### src/rtl/ccff_loader_pkg.sv
// Shared types for the configuration-chain loader: FSM state encoding and
// counter sizing.
package ccff_loader_pkg;

  typedef enum logic [1:0] {
    IDLE  = 2'd0,
    FETCH = 2'd1,
    SHIFT = 2'd2,
    DONE  = 2'd3
  } state_t;

  // Width of a down-counter that must hold the value n itself.
  function automatic int cnt_w(input int n);
    return (n < 1) ? 1 : $clog2(n + 1);
  endfunction

endpackage

### src/rtl/ccff_chain_loader_if.sv
// Bitstream in / readback out word streams between the loader and its
// programming front end.
interface ccff_chain_loader_if #(
  parameter int WORD_W = 8
);
  logic [WORD_W-1:0] bs_data;
  logic              bs_valid;
  logic              bs_ready;
  logic [WORD_W-1:0] rb_data;
  logic              rb_valid;

  modport master (
    output bs_data, bs_valid,
    input  bs_ready, rb_data, rb_valid
  );

  modport slave (
    input  bs_data, bs_valid,
    output bs_ready, rb_data, rb_valid
  );
endinterface

### src/rtl/ccff_readback_deser.sv
// Collects bits leaving the chain tail into words, bit 0 = first captured,
// and strobes each full (or final partial) word for one cycle.
module ccff_readback_deser
  import ccff_loader_pkg::*;
#(
  parameter int WORD_W = 8
) (
  input  logic              prog_clk,
  input  logic              pReset,
  input  logic              shift_en,
  input  logic              tail,
  input  logic              last_bit,
  output logic [WORD_W-1:0] rb_data,
  output logic              rb_valid
);

  localparam int CW = cnt_w(WORD_W);

  logic [CW-1:0]     rb_cnt;
  logic [WORD_W-1:0] rb_sreg;
  logic [WORD_W-1:0] rb_next;

  // rb_sreg stays zero above rb_cnt, so OR-ing in the new bit is enough and a
  // partial final word naturally has its unused upper bits at 0.
  assign rb_next = rb_sreg | (WORD_W'(tail) << rb_cnt);

  always_ff @(posedge prog_clk or posedge pReset) begin
    if (pReset) begin
      rb_cnt   <= '0;
      rb_sreg  <= '0;
      rb_data  <= '0;
      rb_valid <= 1'b0;
    end else begin
      rb_valid <= 1'b0;
      if (shift_en) begin
        if (rb_cnt == CW'(WORD_W - 1) || last_bit) begin
          rb_data  <= rb_next;
          rb_valid <= 1'b1;
          rb_cnt   <= '0;
          rb_sreg  <= '0;
        end else begin
          rb_sreg <= rb_next;
          rb_cnt  <= rb_cnt + CW'(1);
        end
      end
    end
  end

endmodule

### src/rtl/ccff_chain_loader.sv
// Serialises a bitstream word stream onto a DFF configuration chain and
// returns the displaced chain contents as a readback word stream.
module ccff_chain_loader
  import ccff_loader_pkg::*;
#(
  parameter int CHAIN_LEN = 65,
  parameter int WORD_W    = 8
) (
  input  logic                prog_clk,
  input  logic                pReset,
  input  logic                start,
  ccff_chain_loader_if.slave  bs,
  output logic                ccff_head,
  output logic                ccff_shift_en,
  input  logic                ccff_tail,
  output logic                busy,
  output logic                done
);

  localparam int TW = cnt_w(CHAIN_LEN);
  localparam int WW = cnt_w(WORD_W);

  state_t            state;
  logic [TW-1:0]     total_left;
  logic [WW-1:0]     word_left;
  logic [WORD_W-1:0] sreg;
  logic              shift_en_q;
  logic              last_word_bit;
  logic              last_bit;

  // Bits of a freshly loaded word that still belong to the chain.
  function automatic logic [WW-1:0] fill(input logic [TW-1:0] t);
    if (int'(t) < WORD_W) return WW'(t);
    return WW'(WORD_W);
  endfunction

  assign last_word_bit = (state == SHIFT) && (word_left == WW'(1));
  assign last_bit      = shift_en_q && (total_left == TW'(1));

  // Accept in FETCH, or on the final bit of a word so the next word follows
  // with no idle shift cycle.
  assign bs.bs_ready = (state == FETCH) ||
                       (last_word_bit && (total_left != TW'(1)) && bs.bs_valid);

  assign ccff_head     = sreg[0];
  assign ccff_shift_en = shift_en_q;

  always_ff @(posedge prog_clk or posedge pReset) begin
    if (pReset) begin
      state      <= IDLE;
      total_left <= '0;
      word_left  <= '0;
      sreg       <= '0;
      shift_en_q <= 1'b0;
      busy       <= 1'b0;
      done       <= 1'b0;
    end else begin
      done <= 1'b0;
      case (state)
        IDLE: begin
          if (start) begin
            total_left <= TW'(CHAIN_LEN);
            busy       <= 1'b1;
            state      <= FETCH;
          end
        end
        FETCH: begin
          if (bs.bs_valid) begin
            sreg       <= bs.bs_data;
            word_left  <= fill(total_left);
            shift_en_q <= 1'b1;
            state      <= SHIFT;
          end
        end
        SHIFT: begin
          sreg       <= sreg >> 1;
          word_left  <= word_left - WW'(1);
          total_left <= total_left - TW'(1);
          if (word_left == WW'(1)) begin
            if (total_left == TW'(1)) begin
              // Clear leftovers of a partial final word so head idles low.
              sreg       <= '0;
              shift_en_q <= 1'b0;
              done       <= 1'b1;
              state      <= DONE;
            end else if (bs.bs_valid) begin
              sreg      <= bs.bs_data;
              word_left <= fill(total_left - TW'(1));
            end else begin
              shift_en_q <= 1'b0;
              state      <= FETCH;
            end
          end
        end
        DONE: begin
          busy  <= 1'b0;
          state <= IDLE;
        end
        default: state <= IDLE;
      endcase
    end
  end

  ccff_readback_deser #(
    .WORD_W (WORD_W)
  ) u_rb (
    .prog_clk (prog_clk),
    .pReset   (pReset),
    .shift_en (shift_en_q),
    .tail     (ccff_tail),
    .last_bit (last_bit),
    .rb_data  (bs.rb_data),
    .rb_valid (bs.rb_valid)
  );

endmodule
### src/flat_wrapper.sv
// flat-port wrapper written by rule: the top's interface ports become plain ports
module ccff_chain_loader_flat import ccff_loader_pkg::*;
#(
  parameter int CHAIN_LEN = 65,
  parameter int WORD_W    = 8
)
  (prog_clk, pReset, start, ccff_head, ccff_shift_en, ccff_tail, busy, done, bs_bs_data, bs_bs_valid, bs_bs_ready, bs_rb_data, bs_rb_valid);
  ccff_chain_loader_if #(.WORD_W(WORD_W)) bs_i ();
  input  logic prog_clk;
  input  logic pReset;
  input  logic start;
  output logic ccff_head;
  output logic ccff_shift_en;
  input  logic ccff_tail;
  output logic busy;
  output logic done;
  input wire logic [$bits(bs_i.bs_data)-1:0] bs_bs_data;
  input wire logic [$bits(bs_i.bs_valid)-1:0] bs_bs_valid;
  output wire logic [$bits(bs_i.bs_ready)-1:0] bs_bs_ready;
  output wire logic [$bits(bs_i.rb_data)-1:0] bs_rb_data;
  output wire logic [$bits(bs_i.rb_valid)-1:0] bs_rb_valid;
  assign bs_i.bs_data = bs_bs_data;
  assign bs_i.bs_valid = bs_bs_valid;
  assign bs_bs_ready = bs_i.bs_ready;
  assign bs_rb_data = bs_i.rb_data;
  assign bs_rb_valid = bs_i.rb_valid;
  ccff_chain_loader #(.CHAIN_LEN(CHAIN_LEN), .WORD_W(WORD_W)) u_core (.prog_clk(prog_clk), .pReset(pReset), .start(start), .bs(bs_i), .ccff_head(ccff_head), .ccff_shift_en(ccff_shift_en), .ccff_tail(ccff_tail), .busy(busy), .done(done));
endmodule
### config.mk
export PLATFORM = sky130hd
export DESIGN_NAME = ccff_chain_loader_flat
export DESIGN_NICKNAME = d
export VERILOG_FILES = /design/src/rtl/ccff_loader_pkg.sv /design/src/rtl/ccff_chain_loader_if.sv /design/src/rtl/ccff_readback_deser.sv /design/src/rtl/ccff_chain_loader.sv /design/src/flat_wrapper.sv
export SDC_FILE = /design/constraint.sdc
export NUM_CORES = 1
export LEC_CHECK = 0
export BUFFER_PORTS_ARGS = -buffer_cell sky130_fd_sc_hd__buf_2
export CAP_MARGIN = 0
export CORE_MARGIN = 2
export CORE_UTILIZATION = 40
export CTS_BUF_LIST = sky130_fd_sc_hd__clkbuf_4
export CTS_CLUSTER_DIAMETER = 200
export CTS_CLUSTER_SIZE = 40
export DETAILED_ROUTE_END_ITERATION = 16
export GPL_ROUTABILITY_DRIVEN = 0
export GPL_TIMING_DRIVEN = 0
export PLACE_DENSITY = 0.64
export SLEW_MARGIN = 20
export SYNTH_ARGS = -nofsm -noshare
export SYNTH_HDL_FRONTEND = slang
export SYNTH_HIERARCHICAL = 1
export SYNTH_SLANG_ARGS = --single-unit
### constraint.sdc
create_clock -name prog_clk -period 3.4 [get_ports prog_clk]
set_clock_uncertainty 0.15 [all_clocks]
set_input_delay 0.17 -clock prog_clk [delete_from_list [all_inputs] [get_ports prog_clk]]
set_output_delay 0.17 -clock prog_clk [all_outputs]
set_load 0.01 [all_outputs]
Word level (Yosys, flattened, before mapping):

Cells that the tools add are included.

* equality and inequality tests: 11
* bitwise gates (word level): 1
* reductions and logical operators: 16
* add/sub/neg operators: 3
* shifts and indexed selects: 1
* multiplexer cells: 44
* magnitude comparators: 2

Operators with widths (count)
* 8-bit 2-to-1 mux: 5
* 4-bit 2-to-1 mux: 9
* 1-bit 2-to-1 mux: 18
* 8-bit one-hot mux with 2 select lines: 1
* 7-bit by 4-bit less-than comparator with 1-bit output, second input constant: 2
* 7-bit one-hot mux with 2 select lines: 1
* 2-bit 2-to-1 mux: 5
* 8-bit OR: 1
* 2-bit one-hot mux with 4 select lines: 1
* 4-bit one-hot mux with 2 select lines: 1
* 2-bit AND reduction: 4
* 4-bit AND reduction: 2
* 1-bit by 4-bit << shifter with 8-bit output: 1
* 7-bit by 1-bit == test with 1-bit output, second input constant: 1
* 7-bit 2-to-1 mux: 1
* 7-bit by 1-bit != test with 1-bit output, second input constant: 1
* 7-bit by 1-bit subtractor with 7-bit output, second input constant: 1
* 2-bit != test, second input constant: 3
* 2-bit nonzero test: 3
* 4-bit by 1-bit adder with 4-bit output, second input constant: 1
* 2-bit == test, second input constant: 2
* 4-bit by 1-bit == test with 1-bit output, second input constant: 1
* 4-bit by 3-bit == test with 1-bit output, second input constant: 1
* 1-bit logical AND: 4
* 6 further kinds: 8

* word-level logic and storage cells: 89
* input port bits: 13
* flip-flop bits (word level): 45

Logic depth before layout (Yosys ltp):

Gate-level depths: netlist of the first run.

* depth in word-level cells: 12
* mapped depth: 9

Hierarchy:

The synthesis of the first run kept the hierarchy.

By module, submodules not included
* ccff_chain_loader: instances 1, sequential area each 600.6 µm², area an instance 1531.5 µm², cells each 175
* ccff_readback_deser: instances 1, sequential area each 525.5 µm², area an instance 958.4 µm², cells each 87

Least setup slack after synthesis of the first run:

No wires, ideal clock.

* path kind: register to register
* start: register u_core.total_left[5]
* end: register u_core.u_rb.rb_data[0]
* data required time: 3.171 ns
* clock period less this slack: 2.100 ns
* arrival time: 1.870 ns
* cell stages (with the launch flop): 8
* buffers on the path: 2
* library setup time: 0.079 ns
* path slack: 1.300 ns
* cell sequence: dfrtp_1 or4_4 nor2_4 and2_2 o21a_1 buf_6 buf_8 mux2i_1

* cells in the longest elaborated chain, start to end: 4

Ends and longest elaborated chain
* start: declaration: RTL line ccff_chain_loader.sv:24 `logic [TW-1:0] total_left;`
* start signal: assignment: RTL line ccff_chain_loader.sv:62 `total_left <= TW'(CHAIN_LEN);`
* start signal: assignment: RTL line ccff_chain_loader.sv:78 `total_left <= total_left - TW'(1);`
* 7-bit by 1-bit == test with 1-bit output: RTL line ccff_chain_loader.sv:38 `assign last_bit = shift_en_q && (total_left == TW'(1));`
* 1-bit logical AND: RTL line ccff_chain_loader.sv:38
* named net u_core.last_bit: RTL line ccff_chain_loader.sv:29 `logic last_bit;`
* 1-bit logical OR: RTL line ccff_readback_deser.sv:36 `if (rb_cnt == CW'(WORD_W - 1) || last_bit) begin`
* 2-bit AND reduction (no line)
* end signal: assignment: RTL line ccff_readback_deser.sv:37 `rb_data <= rb_next;`
* end: declaration: RTL line ccff_readback_deser.sv:13 `output logic [WORD_W-1:0] rb_data,`

The timed path passes the listed nets, and every way through them passes these cells.
A chain may end at the register's enable or synchronous reset.

Final worst setup path of the first run:

* start: register u_core.total_left[5]
* end: output bs_bs_ready

* cells in the longest elaborated chain, start to end: 4

Ends and longest elaborated chain
* 7-bit by 1-bit != test with 1-bit output: RTL line ccff_chain_loader.sv:43 `(last_word_bit && (total_left != TW'(1)) && bs.bs_valid);`
* 1-bit logical AND (2 in a row): RTL line ccff_chain_loader.sv:43
* 1-bit logical OR: RTL line ccff_chain_loader.sv:42 `assign bs.bs_ready = (state == FETCH) ||`
* end: declaration: RTL line flat_wrapper.sv:19 `output wire logic [$bits(bs_i.bs_ready)-1:0] bs_bs_ready;`

Every way passes these cells.

==> results.toml, run 1 <==
[placement]
placed_cell_area_sq_mm = 0.00271
dp.cells = 363
hpwl_um = 3830
port_buffers = 26
dp_slack_ns = 1.08

[power_and_ir_drop]
p_comb_share_pct = 50.4
clock_power_share_pct = 13.4
power_switching_mw = 1.09
ir_worst_vdd_uv = 312
power.density_mw_per_mm2 = 895
power_mw = 2.58
p_leak_nw = 1.31
p_seq_share_pct = 36.2
swShare_pct = 42.4
p_int_mw = 1.49

[timing]
max_slew_margin_pct = 38.9
holdWs_ns = 0.0515
hold_viol_final = 0
min_period_ns = 2.44
worstMarginPinSlew_ns = 0.915
fin_ws_ns = 0.955
slew_violations = 0
max_freq_ghz = 0.409
setup_tns_ns = 0
rsz0062_at_grt = "false"
setup-violations-final = 0
timing.final.crit_share_pct = 71.9

[cells_and_area]
antennaDiodeCount = 0
fin_util_pct = 48.5
final_area_sq_mm = 0.00289
drive_gt1_share_pct = 18.4
nets = 322
area_growth_syn_to_layout_pct = 16.0
stdcell_count = 380

[setup_path]
critPathCaptureType = "primary output"
reg2reg_depth = 7
crit_slowest_cell = "or4_4"
critPathMaxStageDelay_ns = 0.62
critPathKind = "reg -> out"
setup.worst_path.start_class = "flop"
crit_required_ns = 3.08
path_buf_inv = 2
worstPathArrival_ns = 2.12
critPathMaxFanout = 10
crit_path_cell_trace = "or4_4 > o21ai_1 > buf_4 > o22ai_1 > buf_2"
cp.depth = 5
cp_top_family = "simple AND/OR/NAND/NOR gates"

[detailed_routing]
vias_per_cell = 5.32
met1_length_um = 2830
wl_met3_um = 137
wl_per_cell_um = 14.4
route.detailed.drc = 0
drtIter0Drc = 88
met2_length_um = 2450
vias = 2022
routed.top_layer = "met4"
routed_wl_um = 5470
ant_nets = 0
drt_pre_antenna_iters = 4

[global_routing]
grt_max_degree = 25
grt_antenna_before_repair = 0
track_usage_pct = 16.8
first_global_vias = 1897
grt_pass1_wl_um = 9520
gr-total-overflow = 0

[yosys]
synth_edf_count = 0
netlist_top_cells_area = "dfrtp_1 (45%), mux2i_1 (4.8%), nor2_1 (4.1%)"
ys_types = 57
ys_seq_area_share_pct = 45.2
netlist_area_sq_mm = 0.00249
synth.top_cell.area_share_pct = 45.2
syn_avg_cell_area_sq_um = 9.50
ys.warnings.count = 6
synth_seq_cells = 45
yosysMostFrequentCell = "dfrtp_1"
async_flop_share_pct = 100
synth_top_cell_by_area = "dfrtp_1"
synthesis.nets = 280
synthFlopType = "dfrtp_1"
synth_common_cells = "dfrtp_1 (45), nor2_1 (27), inv_1 (22), nand2_1 (22), a21oi_1 (17)"
syn_inst = 262

[clock_network]
numCtsBuffers = 5
clock_latency_ns = 0.36
ctsRootBufferMaster = "clkbuf_4"
cts-resized-gates = 0
cts.sinks = 45
clk_pin_slew_ns = 0.12
tritoncts = "built"
cts_buffer_depth = 2
htree_levels = 2

[floorplan]
start_util_pct = 41.8
rows = 28
die-area_sq_mm = 0.00687
io-pin-count = 27
die_w_um = 82.9
core-area_sq_mm = 0.00596
die_height_um = 82.9

[worst_hold_path]
min_path_cells = 4
hp-class = "in -> reg"

[run]
drv_cap = 0

[run_status]
status = "completed"
==> path summary, 6_finish.rpt <==
check	from	to	slack [ns]
max	u_core/total_left[5]	bs_bs_ready	0.96
min	bs_bs_valid	u_core/state[0]	0.05
max reg2reg	u_core/total_left[0]	u_core/word_left[0]	1.06
min reg2reg	u_core/sreg[6]	u_core/sreg[5]	0.35
max in group asynchronous	pReset	u_core/total_left[5]	2.13
min in group asynchronous	pReset	u_core/u_rb/rb_valid	0.35
==> registers in the layout (all words and copies together), names as in the netlist <==
signal	cells
u_core/total_left	7
u_core/state	2
u_core/u_rb/rb_cnt	4
u_core/u_rb/rb_valid	1
u_core/busy	1
u_core/done	1
u_core/word_left	4
u_core/u_rb/rb_sreg	8
u_core/ccff_shift_en	1
u_core/u_rb/rb_data	8
u_core/sreg	8
==> worst reg2reg max path, delay by kind of cell (launching register included) <==
family	cells	cell delay, ns
AOI/OAI and AO/OA	3	0.61
buffers and inverters	1	0.09
and+or+nand+nor	2	0.58
DFF	1	0.50
adders and majority gates	1	0.32
==> layout by cell type, fill, tap and decap left out, types with 5 or more instances in the layout <==
master         Yosys  layout
inv_1             22      22
nand2_1           22      22
dfrtp_1           45      45
buf_2              3      29
clkbuf_4           0       6
ha_1               5       5
dlygate4sd3_1      0       9
a221o_1            7       7
a31oi_1            7       7
nor2b_1            8       8
o21ai_0           13      13
mux2i_1           12      12
nor2_1            27      27
and2_1             8       8
a21oi_1           17      17
==> power groups by stage <==
| stage | registers [mW] | clock network [mW] | logic [mW] |
|---|---|---|---|
| 6_report | 0.934 | 0.348 | 1.30 |
| 5_1_grt | 0.972 | 0.387 | 1.48 |
| 2_1_floorplan | 0.938 | 0 | 0.966 |
| 3_5_place_dp | 0.944 | 0 | 1.30 |
| 3_3_place_gp | 0.940 | 0 | 1.26 |
| 4_1_cts | 0.935 | 0.360 | 1.31 |
==> layer usage <==
| metal | GRT usage, % | vias up |
|---|---|---|
| met5 | 0 | - |
| met4 | 4.77 | 0 |
| met3 | 3.48 | 4 |
| met2 | 25.3 | 33 |
| met1 | 24.6 | 966 |
| li1 | - | 1019 |
==> area by class of cell <==
| class | instances | area (sq um) |
|---|---|---|
| clock buffers | 6 | 45.0 |
| plain buffers | 11 | 75.1 |
| fillers | 574 | 3070 |
| repair buffers | 35 | 220 |
| multi-input cells | 184 | 1210 |
| flip-flops and latches | 45 | 1130 |
| well taps | 75 | 93.8 |
| inverters | 22 | 82.6 |
| clock inverters | 2 | 38.8 |
==> cells by family (layout without fill, tap and decap cells) <==
kind of cell             count (synthesis)  count (layout)  synth area share [%]
flip-flops                              45              45                  45.2
AND/OR/NAND/NOR                         95              95                  21.0
buffers and inverters                   33              76                  6.33
AO/OA/AOI/OAI                           71              71                  19.8
multiplexers                            12              12                  4.82
XOR/XNOR                                 1               1                 0.352
adder cells (fa/ha/maj)                  5               5                  2.51
==> repair_timing <==
action / CTS / global route
endpoints found under the hold margin: 53 / 0
buffers inserted: 0 / 0
hold buffers: 9 / 0
Power figures use the tool's default switching activity.
==> run 2: changes to the inputs <==
==> constraint.sdc (replaced) <==
create_clock -name prog_clk -period 2.5 [get_ports prog_clk]
set_clock_uncertainty 0.15 [all_clocks]
set_input_delay 0.125 -clock prog_clk [delete_from_list [all_inputs] [get_ports prog_clk]]
set_output_delay 0.125 -clock prog_clk [all_outputs]
set_load 0.01 [all_outputs]
==> results.toml, run 2 (synthesized netlist as in run 1, its figures left out) <==
[run_status]
status = "completed"

[clock_network]
tritoncts = "built"
numCtsBuffers = 5
ctsRootBufferMaster = "clkbuf_4"
clk_pin_slew_ns = 0.13
htree_levels = 2
clock_latency_ns = 0.36
cts.sinks = 45
cts_buffer_depth = 2

[power_and_ir_drop]
power.density_mw_per_mm2 = 1220
p_leak_nw = 1.31
ir_worst_vdd_uv = 427

[setup_path]
setup.worst_path.start = "u_core/total_left[5]"
setup.worst_path.start_class = "flop"
reg2reg_depth = 7
endpoint = "bs_bs_ready"
critPathKind = "reg -> out"
r2r-start = "u_core/total_left[5]"
r2r_end = "u_core/u_rb/rb_data[0]"
critPathMaxFanout = 10
crit_required_ns = 2.23
rrSetupSlack_ns = 0.19
critPathCaptureType = "primary output"
worstPathArrival_ns = 2.11

[cells_and_area]
area_growth_syn_to_layout_pct = 16.6
final_cell_mix = "dfrtp_1 (43), buf_2 (29), nor2_1 (27), inv_1 (22), nand2_1 (22)"
drive_gt1_share_pct = 19.3
antennaDiodeCount = 0
multi_input_area_sq_mm = 0.00121
layout_commonest_cell = "dfrtp_1"
seq_area_sq_mm = 0.00113
nets = 323
fillers = 572
fin_util_pct = 48.7
largestRegisters = "u_core/sreg x8, u_core/u_rb/rb_data x8, u_core/u_rb/rb_sreg x8"

[detailed_routing]
drt_pre_antenna_iters = 4
routed_wl_um = 5530
vias = 2037
wl_per_cell_um = 14.5
drtIter0Drc = 84
vias_per_cell = 5.35
ant_nets = 0
route.detailed.drc = 0

[timing]
max_slew_margin_pct = 38.8
timing.final.crit_share_pct = 95.4
hold_viol_final = 0
worstMarginPinSlew_ns = 0.916
min_period_ns = 2.39
rsz0062_at_grt = "false"
setup-violations-final = 0
fin_ws_ns = 0.115
slew_violations = 0
max_freq_ghz = 0.419
setup_tns_ns = 0

[floorplan]
core-area_sq_mm = 0.00596
io-pin-count = 27
start_util_pct = 41.8
die_w_um = 82.9
die_height_um = 82.9
rows = 28
die-area_sq_mm = 0.00687

[global_routing]
track_usage_pct = 16.9
grt_pass1_wl_um = 9540
grt_max_degree = 25
first_global_vias = 1903
gr-total-overflow = 0
grt_antenna_before_repair = 0

[run]
drv_cap = 0

[worst_hold_path]
hp-class = "in -> reg"

[placement]
port_buffers = 26
hpwl_um = 3830
dp_slack_ns = 0.185
-- run 2: what timing repair did --
| item | 4_1_cts | 5_1_grt |
|---|---|---|
| endpoints found under the setup margin | 0 | 3 |
| hold buffers | 10 | 0 |
| buffers inserted | 0 | 0 |
| resized for setup | 0 | 3 |
| endpoints found under the hold margin | 54 | 0 |
-- run 2: per-layer routing --
metal  vias to the layer above  wire [um]  global-route usage, %
li1                       1021          -                      -
met1                       975       2830                   24.6
met2                        37       2490                   25.4
met3                         4        151                   3.48
met4                         0         53                   4.77
met5                         -          0                      0
-- run 2: layout make-up --
cell class                      instances  share of cell area (%)
Buffer                                 11                    2.59
Inverter                               22                    2.84
Sequential cell                        45                    38.9
Multi-Input combinational cell        184                    41.6
Tap cell                               75                    3.23
Clock buffer                            6                    1.55
Clock inverter                          2                    1.34
Timing Repair Buffer                   36                    7.93
-- run 2: critical path, stage by stage, from the launching register on --
cell and delay, ns:
dfrtp_2 0.48, or4_4 0.60, o21ai_1 0.22, buf_4 0.21, o22ai_1 0.09, buf_2 0.15
-- run 2: per-stage QoR --
step	power, mW	cells	instance area (sq um)	hold WS [ns]
3_5_place_dp	3.05	363	2710	0.196
2_1_floorplan	2.59	262	2490	-0.0485
5_1_grt	3.87	381	2900	0.0627
6_report	3.54	381	2900	0.0418
4_1_cts	3.55	381	2900	0.0268
3_3_place_gp	3.00	363	2710	0.172
-- run 2: worst min path at each step --
| stage | startpoint | endpoint | slack (ns) | cells past startpoint |
|---|---|---|---|---|
| 2_1_floorplan | pReset | u_core/u_rb/rb_cnt[0] | -0.05 | 1 |
| 3_3_place_gp | pReset | u_core/u_rb/rb_data[1] | 0.17 | 2 |
| 3_5_place_dp | pReset | u_core/u_rb/rb_data[1] | 0.20 | 2 |
| 4_1_cts | start | u_core/state[0] | 0.03 | 4 |
| 5_1_grt | start | u_core/busy | 0.06 | 4 |
| 6_report | start | u_core/state[0] | 0.04 | 4 |
-- run 2: power by group --
group | leakage [nW] | total (mW) | internal, mW | switching [mW]
Sequential | 0.556 | 1.28 | 1.04 | 0.237
Clock | 0.0459 | 0.475 | 0.224 | 0.251
Combinational | 0.706 | 1.78 | 0.770 | 1.01
Total | 1.31 | 3.54 | 2.03 | 1.50
==> run 3: changes to the inputs <==
--- a/config.mk
+++ b/config.mk
@@ -5,6 +5,7 @@
 export SDC_FILE = /design/constraint.sdc
 export NUM_CORES = 1
 export LEC_CHECK = 0
+export ABC_AREA = 1
 export BUFFER_PORTS_ARGS = -buffer_cell sky130_fd_sc_hd__buf_2
 export CAP_MARGIN = 0
 export CORE_MARGIN = 2
==> results.toml, run 3 <==
[run_status]
status = "completed"

[global_routing]
grt_pass1_wl_um = 9770
gr-total-overflow = 0
first_global_vias = 2169
grt_antenna_before_repair = 0
track_usage_pct = 16.9
grt_max_degree = 25

[floorplan]
rows = 29
start_util_pct = 40.7
core-area_sq_mm = 0.00624
die-area_sq_mm = 0.00700
die_w_um = 83.7
die_height_um = 83.7
io-pin-count = 27

[worst_hold_path]
hp-class = "in -> reg"
min_path_cells = 4

[cells_and_area]
drive_gt1_share_pct = 19.8
area_growth_syn_to_layout_pct = 15.7
layout_commonest_cell = "nand2_1"
fillers = 632
antennaDiodeCount = 0
final_cell_mix = "nand2_1 (84), dfrtp_1 (45), nor2_1 (40), inv_1 (38), buf_2 (26)"
final_area_sq_mm = 0.00294
largestRegisters = "u_core/sreg x8, u_core/u_rb/rb_data x8, u_core/u_rb/rb_sreg x8"
nets = 386

[yosys]
syn_avg_cell_area_sq_um = 7.84
synthFlopType = "dfrtp_1"
ys_seq_area_share_pct = 44.3
synth.top_cell.area_share_pct = 44.3
synth_seq_cells = 45
yosysMostFrequentCell = "nand2_1"
synth_common_cells = "nand2_1 (84), dfrtp_1 (45), nor2_1 (40)"
synth_edf_count = 0
netlist_area_sq_mm = 0.00254
syn_inst = 324
async_flop_share_pct = 100
synth_top_cell_by_area = "dfrtp_1"
netlist_top_cells_area = "dfrtp_1 (44%), nand2_1 (12%), nor2_1 (5.9%)"
ys.warnings.count = 6
synthesis.nets = 342
ys_types = 33

[detailed_routing]
wl_met3_um = 126
routed.top_layer = "met4"
wl_per_cell_um = 12.0
met1_length_um = 2490
route.detailed.drc = 0
vias_per_cell = 4.79
ant_nets = 0
drtIter0Drc = 83
vias = 2137
routed_wl_um = 5370
met2_length_um = 2680
drt_pre_antenna_iters = 4

[setup_path]
critPathKind = "reg -> out"
setup.worst_path.start_class = "flop"
crit_path_cell_trace = "inv_1 > ha_1 > nand4_4 > nand2_4 > o21ai_0 > buf_2"
critPathMaxFanout = 9
reg2reg_depth = 8
critPathMaxStageDelay_ns = 0.42
worstPathArrival_ns = 1.69
crit_slowest_cell = "dfrtp_1"
cp_top_family = "flip-flops"
path_buf_inv = 2
crit_required_ns = 2.23
critPathCaptureType = "primary output"
cp.depth = 6

[timing]
min_period_ns = 1.97
rsz0062_at_grt = "false"
max_freq_ghz = 0.509
slew_violations = 0
worstMarginPinSlew_ns = 0.937
hold_viol_final = 0
max_slew_margin_pct = 37.5
setup-violations-final = 0
timing.final.crit_share_pct = 78.6
setup_tns_ns = 0

[clock_network]
htree_levels = 2
cts-resized-gates = 0
tritoncts = "built"
numCtsBuffers = 5
cts_buffer_depth = 2
postCtsSetupRepairBufs = 0
clk_pin_slew_ns = 0.15
cts.sinks = 45
clock_latency_ns = 0.36
ctsRootBufferMaster = "clkbuf_4"

[power_and_ir_drop]
ir_worst_vdd_uv = 872
p_leak_nw = 1.48
power.density_mw_per_mm2 = 1230

[run]
drv_cap = 0

[placement]
port_buffers = 26
placed_cell_area_sq_mm = 0.00277
hpwl_um = 3860
run 3: cell count changes after synthesis, moves of 10 or more:
| cell | delta |
|---|---|
| inv_1 | +16 |
| nor2_1 | +13 |
| nand3_1 | +10 |
| mux2i_1 | -12 |
| nand2_1 | +62 |
run 3: worst reg2reg max path: cells and delay by family (launching register included):
kind	cells	cell delay, ns
fa+ha+maj	1	0.21
compound gates	1	0.33
simple gates	4	0.49
buf+inv	2	0.24
flops	1	0.42
run 3: cells by family after synthesis:
group / synth area share, %
compound gates: 11.3
fa+ha+maj: 2.46
flops: 44.3
xor+xnor: 2.02
buf+inv: 8.67
simple gates: 31.2
run 3: routing by layer:
layer / vias up / track usage, %
met4: 0 / 4.84
met1: 992 / 20.6
li1: 1108 / -
met5: - / 0
met3: 6 / 2.87
met2: 31 / 30.7
run 3: path summary, 6_finish.rpt:
path | from | end | slack, ns
worst max register to register | u_core/total_left[1] | u_core/u_rb/rb_data[3] | 0.62
max in group asynchronous | pReset | u_core/sreg[7] | 1.27
worst min register to register | u_core/u_rb/rb_data[5] | u_core/u_rb/rb_data[5] | 0.34
worst max-delay path | u_core/total_left[1] | bs_bs_ready | 0.53
worst min-delay path | bs_bs_valid | u_core/state[0] | 0.04
min in group asynchronous | pReset | u_core/u_rb/rb_data[3] | 0.29
run 3: metrics by stage:
step           hold WS [ns]  cells  worst slack (ns)  power, mW  util (%)
3_3_place_gp          0.179    427             0.650       3.21      44.3
4_1_cts              0.0163    446             0.517       3.67      47.1
5_1_grt              0.0621    446             0.400       4.00      47.1
3_5_place_dp          0.186    427             0.632       3.25      44.3
2_1_floorplan       -0.0485    324             0.841       2.78         -
6_report             0.0352    446             0.535       3.63      47.1
run 3: where the power goes:
group	total [mW]	leakage [nW]	internal (mW)	switching, mW
clock network	0.385	0.0318	0.115	0.269
logic	1.98	0.886	0.746	1.23
registers	1.26	0.560	1.03	0.233
total	3.63	1.48	1.89	1.73
run 3: what timing repair did:
action / in CTS / in global routing
hold buffers: 11 / 0
endpoints found under the hold margin: 56 / 0
setup endpoints to repair: 0 / 0
run 3: area by class of cell:
cell class	instances	area, sq um	share of cell area (%)
Clock buffer	5	37.5	1.28
Buffer	5	47.5	1.62
Tap cell	77	96.3	3.28
Inverter	46	173	5.87
Timing Repair Buffer	37	240	8.17
Sequential cell	45	1130	38.3
Multi-Input combinational cell	228	1190	40.6
Clock inverter	3	25.0	0.851
